$ cat config.mk
export PLATFORM = sky130hd
export DESIGN_NAME = led_pattern_sequencer_flat
export DESIGN_NICKNAME = d
export VERILOG_FILES = /design/src/rtl/led_pattern_sequencer_pkg.sv /design/src/rtl/led_pattern_sequencer_if.sv /design/src/rtl/led_pattern_sequencer_prescaler.sv /design/src/rtl/led_pattern_sequencer.sv /design/src/flat_wrapper.sv
export SDC_FILE = /design/constraint.sdc
export NUM_CORES = 1
export LEC_CHECK = 0
export ABC_AREA = 0
export BUFFER_PORTS_ARGS = -buffer_cell sky130_fd_sc_hd__buf_2
export CAP_MARGIN = 20
export CORE_MARGIN = 2
export CORE_UTILIZATION = 40
export CTS_CLUSTER_DIAMETER = 80
export CTS_CLUSTER_SIZE = 12
export DETAILED_ROUTE_END_ITERATION = 16
export GPL_TIMING_DRIVEN = 0
export SETUP_SLACK_MARGIN = 0.15
export SLEW_MARGIN = 20
export SYNTH_ARGS = -nofsm -noshare
export SYNTH_HDL_FRONTEND = slang
export SYNTH_SLANG_ARGS = --single-unit
$ cat constraint.sdc
create_clock -name clk -period 2.9 [get_ports clk]
set_input_delay 0.145 -clock clk [delete_from_list [all_inputs] [get_ports clk]]
set_output_delay 0.145 -clock clk [all_outputs]
set_load 0.01 [all_outputs]
$ cat src/rtl/led_pattern_sequencer_pkg.sv
// Package led_seq_pkg: shared types and constants for the LED pattern sequencer.
//   led_mode_e : run-time pattern selector (CHASE_UP, CHASE_DOWN, BOUNCE, FILL)
//   led_dir_e  : BOUNCE travel direction
//   PWM_W      : width of the dimming PWM counter and brightness input
//   pos_width  : width of the BOUNCE position register for a given LED count
package led_seq_pkg;

  typedef enum logic [1:0] {
    CHASE_UP   = 2'd0,
    CHASE_DOWN = 2'd1,
    BOUNCE     = 2'd2,
    FILL       = 2'd3
  } led_mode_e;

  typedef enum logic {
    DIR_UP   = 1'b0,
    DIR_DOWN = 1'b1
  } led_dir_e;

  localparam int PWM_W = 4;

  function automatic int pos_width(input int n);
    return (n > 1) ? $clog2(n) : 1;
  endfunction

endpackage

$ cat src/rtl/led_pattern_sequencer_if.sv
// Interface led_pattern_sequencer_if: control inputs, LED outputs and FSM debug
// taps of led_pattern_sequencer.
//   master modport : drives en/mode/div (and bright when LED_SEQ_DIM_EN is defined),
//                    observes leds/step and the dbg_* state taps
//   slave modport  : the sequencer itself
// Signalling: there is no valid/ready pair. en, mode, div (and bright) are
// level inputs sampled on every rising clk edge; step is a one-cycle strobe
// that is high exactly in the cycle leds presents a new pattern step.
// Optional feature macro: LED_SEQ_DIM_EN (adds the bright input).
interface led_pattern_sequencer_if #(
  parameter int N_LEDS = 8,
  parameter int DIV_W  = 24
);
  import led_seq_pkg::*;

  localparam int POS_W = pos_width(N_LEDS);

  logic              en;
  logic [1:0]        mode;
  logic [DIV_W-1:0]  div;
`ifdef LED_SEQ_DIM_EN
  logic [PWM_W-1:0]  bright;
`endif
  logic [N_LEDS-1:0] leds;
  logic              step;

  // FSM state taps for checkers
  led_mode_e         dbg_mode;
  logic [POS_W-1:0]  dbg_pos;
  led_dir_e          dbg_dir;
  logic [DIV_W-1:0]  dbg_cnt;

`ifdef LED_SEQ_DIM_EN
  modport master (output en, mode, div, bright,
                  input  leds, step, dbg_mode, dbg_pos, dbg_dir, dbg_cnt);
  modport slave  (input  en, mode, div, bright,
                  output leds, step, dbg_mode, dbg_pos, dbg_dir, dbg_cnt);
`else
  modport master (output en, mode, div,
                  input  leds, step, dbg_mode, dbg_pos, dbg_dir, dbg_cnt);
  modport slave  (input  en, mode, div,
                  output leds, step, dbg_mode, dbg_pos, dbg_dir, dbg_cnt);
`endif

endinterface

$ cat src/rtl/led_pattern_sequencer_prescaler.sv
// Module led_seq_prescaler: step-rate prescaler for the LED sequencer.
//   clk, rst_n : clock, asynchronous active-low reset
//   en         : count enable; when low the count holds and no tick is produced
//   clr        : synchronous clear (mode reload), wins over tick and count
//   div        : step period is div+1 enabled cycles
//   tick       : combinational, high in the cycle the pattern should advance
//   cnt        : current count (debug tap)
module led_seq_prescaler #(
  parameter int DIV_W = 24
) (
  input  logic             clk,
  input  logic             rst_n,
  input  logic             en,
  input  logic             clr,
  input  logic [DIV_W-1:0] div,
  output logic             tick,
  output logic [DIV_W-1:0] cnt
);

  logic [DIV_W-1:0] cnt_q, cnt_d;

  // >= rather than == so that lowering div below the running count fires on
  // the next enabled cycle instead of waiting for a full wrap.
  assign tick = en && (cnt_q >= div);
  assign cnt  = cnt_q;

  always_comb begin
    cnt_d = cnt_q;
    if (clr) begin
      cnt_d = '0;
    end else if (tick) begin
      cnt_d = '0;
    end else if (en) begin
      cnt_d = cnt_q + DIV_W'(1);
    end
  end

  always_ff @(posedge clk or negedge rst_n) begin
    if (!rst_n) begin
      cnt_q <= '0;
    end else begin
      cnt_q <= cnt_d;
    end
  end

endmodule

$ cat src/rtl/led_pattern_sequencer.sv
// Module led_pattern_sequencer: N-LED pattern generator with programmable step
// prescaler, enable and four run-time selectable patterns.
//   clk     : system clock, all logic on posedge
//   reset_n : asynchronous active-low reset
//   bus     : led_pattern_sequencer_if.slave (en, mode, div, [bright] in;
//             leds, step and dbg_* state taps out)
// Optional feature macro: LED_SEQ_DIM_EN -- adds bright input and a free-running
// PWM counter that gates the LED drive; pattern and step timing are unchanged.
module led_pattern_sequencer
  import led_seq_pkg::*;
#(
  parameter int N_LEDS = 8,
  parameter int DIV_W  = 24
) (
  input  logic                    clk,
  input  logic                    reset_n,
  led_pattern_sequencer_if.slave  bus
);

  localparam int                POS_W   = pos_width(N_LEDS);
  localparam logic [POS_W-1:0]  POS_MAX = POS_W'(N_LEDS - 1);
  localparam logic [N_LEDS-1:0] ONE_LSB = N_LEDS'(1);
  localparam logic [N_LEDS-1:0] ONE_MSB = ONE_LSB << (N_LEDS - 1);

  led_mode_e         mode_q, mode_d;
  logic [POS_W-1:0]  pos_q, pos_d;
  led_dir_e          dir_q, dir_d;
  logic [N_LEDS-1:0] pattern_q, pattern_d;
  logic              step_q, step_d;

  logic              mode_chg;
  logic              tick;
  logic [DIV_W-1:0]  cnt;

  // A mode change is acted on regardless of en and overrides any tick.
  assign mode_chg = (bus.mode != 2'(mode_q));

  led_seq_prescaler #(.DIV_W(DIV_W)) u_prescaler (
    .clk  (clk),
    .rst_n(reset_n),
    .en   (bus.en),
    .clr  (mode_chg),
    .div  (bus.div),
    .tick (tick),
    .cnt  (cnt)
  );

  always_comb begin
    mode_d    = mode_q;
    pos_d     = pos_q;
    dir_d     = dir_q;
    pattern_d = pattern_q;
    step_d    = 1'b0;
    if (mode_chg) begin
      mode_d = led_mode_e'(bus.mode);
      pos_d  = '0;
      dir_d  = DIR_UP;
      case (mode_d)
        CHASE_UP:   pattern_d = ONE_LSB;
        CHASE_DOWN: pattern_d = ONE_MSB;
        BOUNCE:     pattern_d = ONE_LSB;
        default:    pattern_d = '0;
      endcase
    end else if (tick) begin
      step_d = 1'b1;
      case (mode_q)
        CHASE_UP:   pattern_d = {pattern_q[N_LEDS-2:0], pattern_q[N_LEDS-1]};
        CHASE_DOWN: pattern_d = {pattern_q[0], pattern_q[N_LEDS-1:1]};
        BOUNCE: begin
          // Turn around on the end LED itself so the ends are shown once.
          if (dir_q == DIR_UP) begin
            if (pos_q == POS_MAX) begin
              dir_d = DIR_DOWN;
              pos_d = pos_q - POS_W'(1);
            end else begin
              pos_d = pos_q + POS_W'(1);
            end
          end else begin
            if (pos_q == '0) begin
              dir_d = DIR_UP;
              pos_d = POS_W'(1);
            end else begin
              pos_d = pos_q - POS_W'(1);
            end
          end
          pattern_d = ONE_LSB << pos_d;
        end
        default: begin
          // Thermometer fill; the all-ones step is followed by a clear.
          pattern_d = (&pattern_q) ? '0 : {pattern_q[N_LEDS-2:0], 1'b1};
        end
      endcase
    end
  end

  always_ff @(posedge clk or negedge reset_n) begin
    if (!reset_n) begin
      mode_q    <= CHASE_UP;
      pos_q     <= '0;
      dir_q     <= DIR_UP;
      pattern_q <= ONE_LSB;
      step_q    <= 1'b0;
    end else begin
      mode_q    <= mode_d;
      pos_q     <= pos_d;
      dir_q     <= dir_d;
      pattern_q <= pattern_d;
      step_q    <= step_d;
    end
  end

`ifdef LED_SEQ_DIM_EN
  logic [PWM_W-1:0] pwm_cnt_q, pwm_cnt_d;
  logic             dim_on;

  assign pwm_cnt_d = pwm_cnt_q + PWM_W'(1);
  // Full scale is treated as always-on so bright=15 gives 16/16, not 15/16.
  assign dim_on    = (pwm_cnt_q < bus.bright) || (bus.bright == {PWM_W{1'b1}});

  always_ff @(posedge clk or negedge reset_n) begin
    if (!reset_n) begin
      pwm_cnt_q <= '0;
    end else begin
      pwm_cnt_q <= pwm_cnt_d;
    end
  end

  assign bus.leds = pattern_q & {N_LEDS{dim_on}};
`else
  assign bus.leds = pattern_q;
`endif

  assign bus.step     = step_q;
  assign bus.dbg_mode = mode_q;
  assign bus.dbg_pos  = pos_q;
  assign bus.dbg_dir  = dir_q;
  assign bus.dbg_cnt  = cnt;

endmodule
$ cat src/flat_wrapper.sv
// flat-port wrapper written by rule: the top's interface ports become plain ports
module led_pattern_sequencer_flat import led_seq_pkg::*;
#(
  parameter int N_LEDS = 8,
  parameter int DIV_W  = 24
)
  (clk, reset_n, bus_en, bus_mode, bus_div, bus_leds, bus_step, bus_dbg_mode, bus_dbg_pos, bus_dbg_dir, bus_dbg_cnt);
  led_pattern_sequencer_if #(.N_LEDS(N_LEDS), .DIV_W(DIV_W)) bus_i ();
  input  logic clk;
  input  logic reset_n;
  input wire logic [$bits(bus_i.en)-1:0] bus_en;
  input wire logic [$bits(bus_i.mode)-1:0] bus_mode;
  input wire logic [$bits(bus_i.div)-1:0] bus_div;
  output wire logic [$bits(bus_i.leds)-1:0] bus_leds;
  output wire logic [$bits(bus_i.step)-1:0] bus_step;
  output wire logic [$bits(bus_i.dbg_mode)-1:0] bus_dbg_mode;
  output wire logic [$bits(bus_i.dbg_pos)-1:0] bus_dbg_pos;
  output wire logic [$bits(bus_i.dbg_dir)-1:0] bus_dbg_dir;
  output wire logic [$bits(bus_i.dbg_cnt)-1:0] bus_dbg_cnt;
  assign bus_i.en = bus_en;
  assign bus_i.mode = bus_mode;
  assign bus_i.div = bus_div;
  assign bus_leds = bus_i.leds;
  assign bus_step = bus_i.step;
  assign bus_dbg_mode = bus_i.dbg_mode;
  assign bus_dbg_pos = bus_i.dbg_pos;
  assign bus_dbg_dir = bus_i.dbg_dir;
  assign bus_dbg_cnt = bus_i.dbg_cnt;
  led_pattern_sequencer #(.N_LEDS(N_LEDS), .DIV_W(DIV_W)) u_core (.clk(clk), .reset_n(reset_n), .bus(bus_i));
endmodule
# After elaboration in Yosys (flattened, before gate mapping)
# Cells that the tools add are included.
# op_classes
order_cmp,1
n_addsub,3
n_eq_ne,6
n_reduce_logical,10
div_mod_pow,0
multipliers,0
bitwise,0
n_shift,1
n_mux,25
# ops
cell,n
two-way mux 24 bit,3
two-way mux 3 bit,9
"adder 24 x 1 -> 24 bit, second input constant",1
>= comparator 24 bit,1
two-way mux 8 bit,3
one-hot mux 8 bit (3 select lines),1
one-hot mux 8 bit (2 select lines),1
two-way mux 1 bit,8
AND reduction 8 bit,1
"left shift 1 x 3 -> 8 bit, first input constant",1
"== test 2 x 1 -> 1 bit, second input constant",2
"== test 2 bit, second input constant",2
zero test 2 bit,2
nonzero test 2 bit,2
"adder 3 x 1 -> 3 bit, second input constant",1
"== test 3 bit, second input constant",1
zero test 3 bit,1
nonzero test 3 bit,1
"subtractor 3 x 1 -> 3 bit, second input constant",1
inequality test 2 bit,1
AND reduction 2 bit,1
OR reduction 2 bit,1
logical AND 1 bit,1
# totals
n_memories,0
mem_bits_ro,0
word_cells,52
regBits,39
out_inout_bits,39
ramBits,0
in_bits,29
latchBits,0

# Longest topological paths before layout
# logic_depth
ltp_word,10
mapped_depth,10
mapped_depth_nobuf,10

# By module
# Synthesis repeated with hierarchy kept, for this count alone.
# unflattened
hier_cells,384
hier_area_um2,3348.2
# modules_own_cells
mod,area_per_inst_um2,cells_per_inst,seq_area_each_um2,n_inst
led_seq_prescaler,2303.5,267,600.6,1
led_pattern_sequencer,1044.8,117,376.6,1

# Worst setup path after synthesis
# OpenSTA, ideal clock, no wires.
# synth_timing
path_kind,reg2reg
from,register u_core.u_prescaler.cnt_q[15] (netlist: u_core.u_prescaler.cnt[15])
to,register u_core.pattern_q[1] (netlist: u_core.bus.leds[1])
n_path_buf,1
path_stages_with_launch,8
arrival_time_ns,2.036
setup_ns,0.128
t_required_ns,2.772
slack_ns,0.736
synth_period_minus_slack_ns,2.164
path_cell_list,dfrtp_1 -> ha_1 -> and4_1 -> and4bb_2 -> a21bo_2 -> a21oi_1 -> buf_2 -> a21oi_1
# synth_between
elab_chain_len,3
# synth_rtl
item,line,text
from (decl),led_pattern_sequencer_prescaler.sv:20,"logic [DIV_W-1:0] cnt_q, cnt_d;"
from (signal assigned),led_pattern_sequencer_prescaler.sv:42,cnt_q <= cnt_d;
>= comparator 24 bit,led_pattern_sequencer_prescaler.sv:24,assign tick = en && (cnt_q >= div);
logical AND 1 bit,led_pattern_sequencer_prescaler.sv:24,
nonzero test 2 bit (no line),-,
to (signal assigned),led_pattern_sequencer.sv:107,pattern_q <= pattern_d;
to (decl),led_pattern_sequencer.sv:28,"logic [N_LEDS-1:0] pattern_q, pattern_d;"
# Every way passes these cells.
# A chain may end at the register's enable or synchronous reset.

# Final worst setup path
# layout_timing
from,register u_core.u_prescaler.cnt_q[21] (netlist: u_core.u_prescaler.cnt[21])
to,register u_core.pattern_q[4] (netlist: u_core.bus.leds[4])
# Same word-level chain as after synthesis.

==> flow_summary.yaml <==
final_layout:
  area_delta_synth_final_pct: 17.35
  nets: 482
  mostFrequentLayoutCell: "buf_2"
  n_antenna_cell: 0
  fin_util_pct: 48.85
  layout_common_cells: "69 x buf_2, 45 x nand2_1, 38 x dfrtp_1"
  fillers: 748
  instances_no_fill: 520
  drive_above_1_share_pct: 22.80
sta:
  whs_ns: -0.03627
  worst_slew_pin_slew_ns: 0.8915
  fmax_mhz: 388.0
  skew_ns: 0.01009
  slew_headroom_pct: 40.56
  rsz0062_at_grt: "true"
  hold_viol_final: 38
  setup_viol: 0
  fin_crit_sh_pct: 88.88
  period_minus_slack_ns: 2.577
  finalMaxSlewViolations: 0
  tns_ns: 0
power:
  powerDensity_nw_per_um2: 296.5
  p_leak_nw: 1.794
  vdd_drop_max_mv: 0.1435
  power_mw: 1.056
drt:
  vias: 2751
  drc: 0
  drtIter0Drc: 60
  via_per_inst: 5.290
  postRouteAntennaNets: 0
  firstDrtPassIters: 4
  detail_route.wl_per_cell_um: 14.38
  routed_wl_mm: 7.476
grt:
  grt_busiest_layer: "met2"
  use_met2_pct: 30.80
  grt_max_degree: 40
  antenna_found_initial: 0
  grt_pass1_wl_mm: 13.04
  met1_usage_pct: 26.68
  grt-ovfl-total: 0
  grtUsageMet3_pct: 2.905
  track_usage_pct: 19.11
  grt_pass1_vias: 2680
synthesis:
  ys_ff_latch: 39
  netlist_area_um2: 3035
  async_reset_ff_share_pct: 100.0
  synth.avg_cell_area_um2: 8.697
  synthCells: 349
  yosys_warnings: 0
  synth_ff_type: "dfrtp_1"
  yosysSeqAreaShare_pct: 32.19
  synth-edff-count: 0
  yosys.cell_types.count: 54
  synthesis.nets: 409
floorplanning:
  dieWidth_um: 91.11
  dieArea_um2: 8301
  die_y_um: 91.11
  core_area_um2: 7292
  boundaryPins: 68
  start_util_pct: 41.63
  rows: 31
clock_tree:
  ctsHtreeMaxLevel: 2
  cts.sinks: 39
  cts_tree: "built"
  root_buffer: "clkbuf_8"
  clockBufferDepth: 2
  clk_pin_slew_ns: 0.08
  ctsHoldBuffers: 0
  cts_buffers: 5
  clk-insertion-delay-late_ns: 0.30
hold_path:
  min_path_type: "input port to asynchronous set/reset pin"
setup_path:
  worstPathArrival_ns: 2.74
  r2r_cells: 7
  critical_path_class: "flip-flop to flip-flop"
  startpoint: "u_core.u_prescaler.cnt[21]$_DFFE_PN0P_"
  start_kind: "flip-flop"
  endpoint_kind: "flip-flop"
  cp_max_fo: 10
  critPathRequiredTime_ns: 3.06
  worstReg2RegEnd: "u_core.bus.leds[4]$_DFFE_PN0P_"
  rr_startpoint: "u_core.u_prescaler.cnt[21]$_DFFE_PN0P_"
  reg2reg_slack_ns: 0.32
job:
  cap_viol_max_count: 0
placement:
  dpl.hpwl_mm: 5.642
  place.gp.congestion: 0.8743
  io_buffers: 66
  dp_cells: 514
run_status:
  status: "complete, but fails checks"
  failed_checks: "negative hold slack"
-- worst max path at each step --
stage | endpoint | slack, ns | cells past startpoint
after floorplan | u_core.bus.leds[1]$_DFFE_PN0P_ | 0.74 | 7
after global placement | u_core.bus.leds[4]$_DFFE_PN0P_ | 0.32 | 7
after detailed placement | u_core.u_prescaler.cnt[21]$_DFFE_PN0P_ | 0.33 | 7
after CTS | u_core.u_prescaler.cnt[21]$_DFFE_PN0P_ | 0.30 | 7
after global routing | u_core.u_prescaler.cnt[19]$_DFFE_PN0P_ | 0.14 | 7
final | u_core.bus.leds[4]$_DFFE_PN0P_ | 0.32 | 7
-- cell usage after synthesis, drive strengths merged, types with 2 or more instances --
cell	n	share of area, %
nand2	45	5.6
dfrtp	38	31
inv	32	4.0
ha	31	13
a21oi	25	4.1
nor3	23	4.6
nor2	16	2.1
nand3	15	2.5
mux2i	11	3.6
xor2	10	2.9
buf	9	2.2
nand4	9	2.3
xnor2	9	2.6
and3	7	1.5
o21ai	7	1.2
and4	6	1.7
o31ai	6	1.6
clkbuf	5	0.62
a211oi	4	0.99
o311ai	4	1.2
a21o	3	0.74
nand2b	3	0.62
nor2b	3	0.62
nor4	3	0.82
o211ai	3	0.74
a31oi	2	0.41
nor3b	2	0.49
o2111ai	2	0.58
or3	2	0.58
-- per-layer routing --
| layer | vias up | wire (um) | part of all wire (%) |
|---|---|---|---|
| met1 | 1292 | 3727 | 50 |
| met3 | 8 | 278 | 3.7 |
| met4 | 0 | 99 | 1.3 |
| met5 | - | 0 | 0 |
| met2 | 57 | 3370 | 45 |
| li1 | 1394 | - | - |
-- cell type report --
class	count	area (um2)	area share [%]
buffer	15	95.09	2.669
clock buffer	6	72.57	2.037
timing repair buffer	66	330.3	9.273
inverter	32	120.1	3.372
multi-input combinational	263	1843	51.74
sequential	39	977.2	27.43
tap	99	123.9	3.477
-- power by group --
group	switching [mW]	total [mW]	internal, mW
sequential	0.00873	0.560	0.552
clock	0.188	0.348	0.161
combinational	0.0919	0.148	0.0556
total	0.288	1.06	0.768
-- per-stage QoR --
step / area [um2] / setup WS (ns)
after floorplan: 3035 / 0.7358
after global placement: 3490 / 0.3204
after detailed placement: 3490 / 0.3279
after CTS: 3562 / 0.3041
after global routing: 3562 / 0.1424
final: 3562 / 0.3225
-- worst max-delay path: stages, from the launching register on --
cell      delay (ns)
dfrtp_1         0.44
ha_1            0.34
nand4_1         0.16
and4bb_2        0.36
a21bo_2         0.25
a21oi_1         0.43
buf_2           0.35
a21oi_1         0.10
-- state kept, by name (all words and copies together), names as in the netlist --
name                    flops
u_core.bus.dbg_dir          1
u_core.bus.leds             8
u_core.u_prescaler.cnt     24
u_core.bus.step             1
u_core.bus.dbg_pos          3
u_core.bus.dbg_mode         2
-- what timing repair did --
action,4_1_cts,5_1_grt
gates resized for setup,0,0
buffers inserted,0,0
setup endpoints to repair,0,3
-- kinds of logic after synthesis --
family	after synthesis	share of synthesized area [%]
simple gates	138	24.86
compound gates	64	13.97
buf+inv	47	7.090
flops	39	32.19
fa+ha+maj	31	12.78
xor+xnor	19	5.482
mux	11	3.628
No activity file was read; power rests on OpenSTA's default activity.
